## src/rtl/dna_seq_loader.sv

```systemverilog
// dna_seq_loader: packs an ASCII A/C/G/T stream into 2-bit codes written to sequence memory
module dna_seq_loader #(
    parameter int         ADDR_W    = 16,
    parameter logic [7:0] TERM_CHAR = 8'h0A,
    parameter bit         ALLOW_LC  = 1'b1
) (
    input  logic              clock_i,
    input  logic              reset_i,
    input  logic              start_i,
    input  logic              in_valid_i,
    input  logic [7:0]        in_char_i,
    output logic              in_ready_o,
    output logic              mem_we_o,
    output logic [ADDR_W-1:0] mem_addr_o,
    output logic [1:0]        mem_data_o,
    output logic              ready_o,
    output logic [ADDR_W-1:0] dna_length_o,
    output logic              error_o,
    output logic [1:0]        err_code_o
);
    typedef enum logic [1:0] {IDLE, LOAD, DONE, ERR} state_t;

    localparam logic [ADDR_W-1:0] MAX_CNT = '1;

    state_t            state_q;
    logic [ADDR_W-1:0] count_q;
    logic [7:0]        uc_char;
    logic              is_nuc;
    logic              is_term;
    logic              accept;
    logic [1:0]        code;

    // Fold accepted lowercase letters, classify the offered char and qualify the handshake
    always_comb begin
        uc_char = (ALLOW_LC && (in_char_i inside {8'h61, 8'h63, 8'h67, 8'h74})) ? (in_char_i & 8'hDF) : in_char_i;
        is_nuc  = uc_char inside {8'h41, 8'h43, 8'h47, 8'h54};
        is_term = in_char_i == TERM_CHAR;
        code    = (uc_char == 8'h43) ? 2'b01 : (uc_char == 8'h47) ? 2'b10 : (uc_char == 8'h54) ? 2'b11 : 2'b00;
        accept  = (state_q == LOAD) && in_ready_o && in_valid_i && !start_i;
    end

    // Load FSM with registered outputs; start restarts from any state and beats in_valid
    always_ff @(posedge clock_i) begin
        if (reset_i) begin
            state_q      <= IDLE;
            count_q      <= '0;
            in_ready_o   <= 1'b0;
            mem_we_o     <= 1'b0;
            mem_addr_o   <= '0;
            mem_data_o   <= 2'b00;
            ready_o      <= 1'b0;
            dna_length_o <= '0;
            error_o      <= 1'b0;
            err_code_o   <= 2'b00;
        end else begin
            mem_we_o <= 1'b0;
            ready_o  <= 1'b0;
            if (start_i) begin
                state_q      <= LOAD;
                count_q      <= '0;
                in_ready_o   <= 1'b0;
                dna_length_o <= '0;
                error_o      <= 1'b0;
                err_code_o   <= 2'b00;
            end else if (state_q == LOAD) begin
                in_ready_o <= 1'b1;
                if (accept) begin
                    if (is_nuc && count_q != MAX_CNT) begin
                        mem_we_o   <= 1'b1;
                        mem_addr_o <= count_q;
                        mem_data_o <= code;
                        count_q    <= count_q + 1'b1;
                    end else if (is_term && count_q != '0) begin
                        state_q      <= DONE;
                        in_ready_o   <= 1'b0;
                        ready_o      <= 1'b1;
                        dna_length_o <= count_q;
                    end else begin
                        state_q      <= ERR;
                        in_ready_o   <= 1'b0;
                        error_o      <= 1'b1;
                        dna_length_o <= count_q;
                        err_code_o   <= is_nuc ? 2'b10 : is_term ? 2'b11 : 2'b01;
                    end
                end
            end else begin
                in_ready_o <= 1'b0;
            end
        end
    end
endmodule

```

## config.mk

```make
export PLATFORM = sky130hd
export DESIGN_NAME = dna_seq_loader
export DESIGN_NICKNAME = d
export VERILOG_FILES = /design/src/rtl/dna_seq_loader.sv
export SDC_FILE = /design/constraint.sdc
export NUM_CORES = 1
export LEC_CHECK = 0
export BUFFER_PORTS_ARGS = -buffer_cell sky130_fd_sc_hd__buf_4
export CAP_MARGIN = 25
export CORE_MARGIN = 8
export CORE_UTILIZATION = 58
export CTS_CLUSTER_SIZE = 24
export DETAILED_ROUTE_END_ITERATION = 7
export PLACE_DENSITY = 0.84
export SLEW_MARGIN = 20
export SYNTH_ARGS = -nofsm -noshare
export SYNTH_HDL_FRONTEND = slang
export SYNTH_SLANG_ARGS = --single-unit
```

## constraint.sdc

```tcl
create_clock -name clock_i -period 4.72 [get_ports clock_i]
set_input_delay 0.236 -clock clock_i [delete_from_list [all_inputs] [get_ports clock_i]]
set_output_delay 0.236 -clock clock_i [all_outputs]
set_load 0.02 [all_outputs]
```

# Word-level counts from Yosys, hierarchy flattened
# Cells that the tools add are included.
# word_totals
ff_bits	58
out_inout_bits	40
# op_classes
addsub	1
n_eq_ne	12
mux	14
bitwise_logic	5
n_reduce_logical	20
# ops
op	n
8-bit by 7-bit == test with 1-bit output, second input constant	8
16-bit by 1-bit adder with 16-bit output, second input constant	1
16-bit != test, second input constant	1
16-bit nonzero test	1
2-bit two-way mux	5
3-bit AND reduction	3
8-bit by 4-bit == test with 1-bit output, second input constant	1
1-bit two-way mux	8
4-bit AND reduction	2
4-bit nonzero test	2
6-bit two-way mux	1
1-bit logical AND	5
1-bit NOT	5
5-bit OR reduction	1
2-bit nonzero test	2
4-bit OR reduction	1
3-bit OR reduction	1
2-bit by 1-bit == test with 1-bit output, second input constant	1
2-bit != test, second input constant	1
2-bit OR reduction	1
1-bit zero test	1

# Longest topological paths before layout
# Gate-level depths: netlist of the first run.
# depth
word_depth	10
depth_mapped	8
ltp_nobuf	7

# Worst setup path before layout of the first run
# Ideal clock, no wire load.
# synth_timing
path_type	register to register
start	register in_ready_o
end	register count_q[12]
arrival_time_ns	2.053
path_slack_ns	2.597
stages_incl_launch_ff	8
period_less_slack_ns	2.123
cell_sequence	dfxtp_1 -> nand2_1 -> or3_1 -> buf_2 -> or3_1 -> clkbuf_2 -> or4_1 -> a21oi_1
# synth_between
elab_chain_len	4
# synth_rtl
element	line	rtl
from (decl)	12	output logic in_ready_o,
from (signal assigned)	47	in_ready_o <= 1'b0;
from (signal assigned)	61	in_ready_o <= 1'b0;
from (signal assigned)	66	in_ready_o <= 1'b1;
1-bit logical AND (3 in a row)	39	accept = (state_q == LOAD) && in_ready_o && in_valid_i && !start_i;
3-bit AND reduction (no source line)	-	
to (signal assigned)	72	count_q <= count_q + 1'b1;
to (decl)	26	logic [ADDR_W-1:0] count_q;
# Every way passes these cells.
# A chain may end at the register's enable or synchronous reset.

# Final worst setup path of the first run
# layout_timing
start	register count_q[0]
end	register dna_length_o[7]
# layout_between
elab_chain_len	4
# layout_rtl
element	line	rtl
16-bit != test	68	if (is_nuc && count_q != MAX_CNT) begin
1-bit logical AND	68	
1-bit NOT (no source line)	-	
3-bit AND reduction (no source line)	-	
to (signal assigned)	77	dna_length_o <= count_q;
to (signal assigned)	82	dna_length_o <= count_q;
to (decl)	17	output logic [ADDR_W-1:0] dna_length_o,
# Every way passes these cells.

==> summary.txt, run 1 <==
Mapped Area: 2460 um^2
worst-path cell chain: ha_1 > nand3_1 > or4_1 > a31oi_2 > nand2_1 > a21oi_1
Die ar.: 6590 um^2
vias in the first global route: 2,100
Worst Hold Launch: in_char_i[2]
Reg-to-Reg Start: count_q[0]
max-capacitance violation count: 0
top cells by area, synth: dfxtp_1 47%, nand2_1 11%, a21oi_1 9.5%
RSZ-0062 raised after global routing: false
layout cells sized above 1: 0.205
clock sink count: 58
CTS root buf: clkbuf_8
crit path from: count_q[0]
critical path arrival: 2.77 ns
power per cell area: 300 nW/um^2
residual DRC count: 0
Final Hold Fails: 0
worst slew pin tran: 0.960 ns
die width: 81.2 um
Top delay family on crit path: simple AND/OR/NAND/NOR gates
WHS: 0.196 ns
Peak Freq: 0.398 GHz
Syn-to-layout area delta: 20.7%
maximum fanout along the worst path: 17
Final Max Tran Viols: 0
Unique masters post-synth: 38
final core occ: 0.733
gr ovfl total: 0
Hold WC Path Type: in2reg
fillcell total: 330
# rows: 23
TNS Setup: 0 ns
Worst-Skew Late Latency: 0.33 ns
area taken by multi-input logic gates: 1170 um^2
Initial Util: 0.607
CP max-delay cell: a31oi_2
largest net degree at the start of global routing: 35
Total GRT Usage: 0.198
Post-Syn Instances: 306
ANT cells: 0
synth warn: 0
CTS resizes: 0
status: completed
commonest cells after routing, fill and taps aside: 74 x nand2_1, 58 x dfxtp_1, 53 x buf_4
Clock Tree Buf Depth: 2
critical path class: reg2reg
1st-iter DRT viols: 202
crit-path max cell delay: 0.64 ns
final non-filler cell area: 2970 um^2
placed cell areas: 2820 um^2
share of the synthesized area in the top cell type: 0.471
Critical Path End Type: flip-flop
ys async rst share: 0
die height: 81.2 um
CORE AREA: 4060 um^2
#FFs+latches synth: 58
crit share post-route: 0.532
GPL Wtd Cong: 0.899
number of synthesized flops with an enable pin: 0
DR vias: 2,318
Post-CTS Setup Inserts: 0
relative max-transition margin: 0.355
CTS tree: done
Routed WL per cell: 15.2 um
Initial DRT Pass Iterations: 4
crit path time final: 2.51 ns
sequential area share after synthesis: 0.471
Routed Antenna Nets: 0
FF+latch area: 1160 um^2
total power: 0.893 mW
Port-buffer cells: 51
antenna violations before repair: 0
I/O pin cnt: 52
startpoint types: flip-flop
reg-to-reg slack, setup: 2.21 ns
WP data required: 4.98 ns
CTS Buf Count: 9
Routed WL: 6080 um
Setup-failing EPs final: 0
peak supply drop: 259 uV
post-layout worst setup margin: 2.21 ns
hpwl dp: 4210 um
cell taking the most area after synthesis: dfxtp_1
global-route wire length before repair: 10,200 um
Post-Syn Area per Cell: 8.05 um^2
placed insts: 387
cts hold-fix bufs: 0
H-tree levels: 3
Leak: 1.02 nW
average vias per placed instance: 5.78
DP Worst Slack: 2.25 ns
most common cell after layout, fill and taps aside: nand2_1
top_reg_cell synth: dfxtp_1
Final nets: 362
clk slew on worst S/H paths: 0.06 ns
Buf+Inv Stages, Crit Path: 0
Final Non-Filler Cells: 401
syn_nets: 320
Setup Skew: 0.00396 ns
[worst reg2reg max path, stage by stage (launching register included)]
cell and delay (ns):
dfxtp_1 0.48, ha_1 0.22, nand3_1 0.19, or4_1 0.61, a31oi_2 0.65, nand2_1 0.16, a21oi_1 0.14
[report_power, final]
group,switching [mW],internal (mW)
combinational,0.0196,0.0114
sequential,0.000822,0.491
clock,0.171,0.200
[cell usage after synthesis (2+ instances only)]
| cell type | n |
|---|---|
| or3_1 | 7 |
| o31ai_1 | 9 |
| ha_1 | 2 |
| nand3_1 | 9 |
| clkbuf_2 | 2 |
| a21oi_1 | 47 |
| nand2_1 | 74 |
| inv_1 | 7 |
| or4_1 | 10 |
| nor2_1 | 11 |
| nor4_1 | 5 |
| nand4_1 | 9 |
| buf_2 | 5 |
| or2_2 | 3 |
| dfxtp_1 | 58 |
| clkbuf_1 | 11 |
| nor3_1 | 5 |
| o21ai_0 | 5 |
| a31oi_1 | 2 |
| buf_4 | 3 |
| o21a_1 | 3 |
| nand2b_1 | 3 |
[worst paths after layout]
| check | end | depth (start not counted) |
|---|---|---|
| worst max-delay path | dna_length_o[7] | 6 |
| worst min-delay path | mem_data_o[1] | 3 |
| worst max register to register | dna_length_o[7] | 6 |
| worst min register to register | mem_addr_o[8] | 2 |
[registers in the layout, indices dropped and copies added (netlist names)]
name / flops
count_q: 16
dna_length_o: 16
mem_addr_o: 16
err_code_o: 2
mem_data_o: 2
state_q: 2
error_o: 1
in_ready_o: 1
mem_we_o: 1
ready_o: 1
[routing by layer]
layer	global-route usage	wire length, um
met2	0.289	2670
met1	0.261	2610
met5	0	0
met4	0.0893	111
met3	0.0618	693
[area by class of cell]
cell class	instances	share of cell area
tap	50	0.0210
multi-input combinational	219	0.395
inverter	7	0.00883
timing repair buffer	53	0.134
clock buffer	14	0.0513
sequential	58	0.390
[kinds of logic after synthesis]
logic type      synth area share
buf+inv                   0.0523
flops                      0.471
compound gates             0.171
xor+xnor                 0.00356
simple gates               0.288
fa+ha+maj                 0.0102
mux                      0.00406
No activity file was read; power rests on OpenSTA's default activity.
==> run 2, diff against run 1 <==
--- a/config.mk
+++ b/config.mk
@@ -5,13 +5,14 @@
 export SDC_FILE = /design/constraint.sdc
 export NUM_CORES = 1
 export LEC_CHECK = 0
+export ABC_AREA = 1
 export BUFFER_PORTS_ARGS = -buffer_cell sky130_fd_sc_hd__buf_4
 export CAP_MARGIN = 25
 export CORE_MARGIN = 8
-export CORE_UTILIZATION = 58
+export CORE_UTILIZATION = 55
 export CTS_CLUSTER_SIZE = 24
 export DETAILED_ROUTE_END_ITERATION = 7
-export PLACE_DENSITY = 0.84
+export PLACE_DENSITY = 0.79
 export SLEW_MARGIN = 20
 export SYNTH_ARGS = -nofsm -noshare
 export SYNTH_HDL_FRONTEND = slang
==> constraint.sdc (replaced) <==
create_clock -name clock_i -period 2.5 [get_ports clock_i]
set_input_delay 0.125 -clock clock_i [delete_from_list [all_inputs] [get_ports clock_i]]
set_output_delay 0.125 -clock clock_i [all_outputs]
set_load 0.02 [all_outputs]
==> run 2 against run 1 <==
- synthesized cell count is 30% higher
- clock power increased by 140%
- first-iteration DRC count is 31% lower
- die area is 16% higher
- global-route usage down 2.0 points
- utilization fell by 5.5 points
- sequential share of layout area fell by 4.9 points
- critical path depth is 3 higher
- non-clock buffer count grew 1
- flip-flop and latch count stayed put
- final cell count up 30%
- critical path type unchanged
==> summary.txt, run 2 <==
DR vias: 2,559 (+10%)
top sig layer: met4
CTS resizes: 0 (unchanged)
worst-path cell chain: ha_1 > nand3_2 > nor2_1 > nand2_1 > nand3_2 > nor2_4 > buf_4 > o21ai_0 > nor2_1
cell taking the most area after synthesis: dfxtp_1
Setup-failing EPs final: 0 (unchanged)
die height: 87.5 um (+7.8%)
status: completed
largest net degree at the start of global routing: 37 (+5.7%)
crit path from: count_q[0]
1st-iter DRT viols: 140 (-31%)
metal3 WL: 525 um (-24%)
worst slew pin tran: 0.439 ns (-0.521 ns)
clk slew on worst S/H paths: 0.07 ns (about the same)
Port-buffer cells: 51 (unchanged)
average vias per placed instance: 4.92 (-15%)
Final Max Tran Viols: 0 (unchanged)
I/O pin cnt: 52 (unchanged)
Unique masters post-synth: 29 (-24%)
crit-path max cell delay: 0.42 ns (-0.22 ns)
CTS Buf Count: 9 (unchanged)
final non-filler cell area: 3400 um^2 (+14%)
placed cell areas: 3190 um^2 (+13%)
R2R depth: 9 (+3)
Initial Util: 0.561 (-0.0457)
synth warn: 0 (unchanged)
# rows: 26 (+13%)
RSZ-0062 raised after global routing: false
die width: 87.5 um (+7.8%)
top cells by area, synth: dfxtp_1 41%, nand2_1 13%, nor2_1 8.3%
synth cell count leaders: 95 x nand2_1, 62 x nor2_1, 58 x dfxtp_1
GPL Wtd Cong: 0.905 (+0.65%)
reg-to-reg slack, setup: 0.68 ns (-1.53 ns)
power per cell area: 552 nW/um^2 (+84%)
WP data required: 2.73 ns (-2.25 ns)
share of the synthesized area in the top cell type: 0.413 (-0.0585)
Post-Syn Area per Cell: 7.08 um^2 (-12%)
crit path time final: 1.82 ns (-0.688 ns)
Leak: 1.45 nW (+42%)
biggest regs: count_q x16, dna_length_o x16, mem_addr_o x16
critical path arrival: 2.05 ns (-0.72 ns)
Syn-to-layout area delta: 20.8% (about the same)
cts hold-fix bufs: 0 (unchanged)
Routed WL: 6530 um (+7.3%)
TNS Setup: 0 ns (unchanged)
CORE AREA: 5010 um^2 (+23%)
Post-Syn Instances: 397 (+30%)
met2 routed WL: 2950 um (+10%)
syn_nets: 411 (+28%)
most common cell in the netlist: nand2_1
CP Capture Point: mem_addr_o[2]
CP max-delay cell: dfxtp_1
max-capacitance violation count: 0 (unchanged)
Initial DRT Pass Iterations: 4 (unchanged)
clock sink count: 58 (unchanged)
gr ovfl total: 0 (unchanged)
Routed WL per cell: 12.6 um (-17%)
hpwl dp: 4720 um (+12%)
number of synthesized flops with an enable pin: 0 (unchanged)
relative max-transition margin: 0.707 (+0.352)
crit share post-route: 0.729 (+0.197)
startpoint types: flip-flop
Worst-Skew Late Latency: 0.34 ns (about the same)
H-tree levels: 3 (unchanged)
Hold WC Path Type: in2reg
most common cell after layout, fill and taps aside: nand2_1
ANT cells: 0 (unchanged)
global-route wire length before repair: 10,700 um (+4.2%)
Die ar.: 7660 um^2 (+16%)
Clock Tree Buf Depth: 2 (unchanged)
CTS root buf: clkbuf_8
layout cells sized above 1: 0.222 (+0.0171)
Mapped Area: 2810 um^2 (+14%)
commonest cells after routing, fill and taps aside: 95 x nand2_1, 62 x nor2_1, 58 x dfxtp_1
Critical Path End Type: flip-flop
Routed Antenna Nets: 0 (unchanged)
Final Hold Fails: 0 (unchanged)
antenna violations before repair: 0 (unchanged)
vias in the first global route: 2,369 (+13%)
maximum fanout along the worst path: 31 (+14)
Peak Freq: 0.549 GHz (+38%)
Setup Skew: 0.00596 ns (+0.00200 ns)
Post-CTS Setup Inserts: 0 (unchanged)
M1 WL: 2960 um (+14%)
Reg-to-Reg End: mem_addr_o[2]
ys async rst share: 0 (unchanged)
fillcell total: 467 (+42%)
#FFs+latches synth: 58 (unchanged)
CTS tree: done
top_reg_cell synth: dfxtp_1
sequential area share after synthesis: 0.413 (-0.0585)
Total GRT Usage: 0.178 (-0.0201)
residual DRC count: 0 (unchanged)
Reg-to-Reg Start: count_q[0]
critical path class: reg2reg
Final nets: 459 (+27%)
peak supply drop: 428 uV (+65%)
-- run 2: layer usage --
metal,GRT usage,up-vias
met1,0.212,1138
met3,0.0660,10
met4,0.0656,0
li1,-,1331
met2,0.285,80
met5,0,-
-- run 2: worst min-delay path by stage --
stage | cells past startpoint | endpoint | from | slack, ns
2_1_floorplan | 2 | state_q[0] | start_i | 0.26
3_3_place_gp | 2 | state_q[0] | reset_i | 0.41
3_5_place_dp | 3 | state_q[0] | start_i | 0.42
4_1_cts | 2 | mem_addr_o[3] | reset_i | 0.05
5_1_grt | 3 | state_q[0] | start_i | 0.07
6_report | 2 | mem_addr_o[3] | reset_i | 0.07
-- run 2: cell type report --
class                   count  area [um^2]  area share
clock inverters             5         52.6      0.0155
flip-flops and latches     58         1160       0.342
inverters                  47          176      0.0519
well taps                  70         87.6      0.0258
repair buffers             54          405       0.119
clock buffers              11          151      0.0446
multi-input cells         275         1360       0.401
-- run 2: worst max-delay path: cells and delay by family, from the launching register on --
| family | cells | cell delay, ns |
|---|---|---|
| compound gates | 1 | 0.21 |
| simple gates | 6 | 0.56 |
| flops | 1 | 0.42 |
| buf+inv | 1 | 0.23 |
| fa+ha+maj | 1 | 0.29 |
-- run 2: logic make-up (layout without fill, tap and decap cells) --
family	Yosys count	after routing	synth area share
flip-flops	58	58	0.413
AO/OA/AOI/OAI	54	54	0.101
XOR/XNOR	12	12	0.0374
AND/OR/NAND/NOR	207	207	0.337
adder cells (fa/ha/maj)	2	2	0.00890
buffers and inverters	64	117	0.102
-- run 2: through the flow --
stage	utilization	worst slack, ns	power (mW)	hold slack, ns	std cells
global placement	0.638	0.767	1.02	0.411	504
global route	0.678	0.519	1.93	0.0657	520
finish	0.678	0.677	1.88	0.0697	520
CTS	0.678	0.678	1.89	0.0522	520
detailed placement	0.638	0.719	1.02	0.416	504
floorplan	-	0.931	0.991	0.259	397
-- run 2: power breakdown --
group | leakage, nW | switching (mW) | total [mW] | internal, mW
sequential | 0.467 | 0.00189 | 0.929 | 0.927
clock | 0.105 | 0.365 | 0.873 | 0.508
combinational | 0.879 | 0.0467 | 0.0736 | 0.0269
total | 1.45 | 0.414 | 1.88 | 1.46
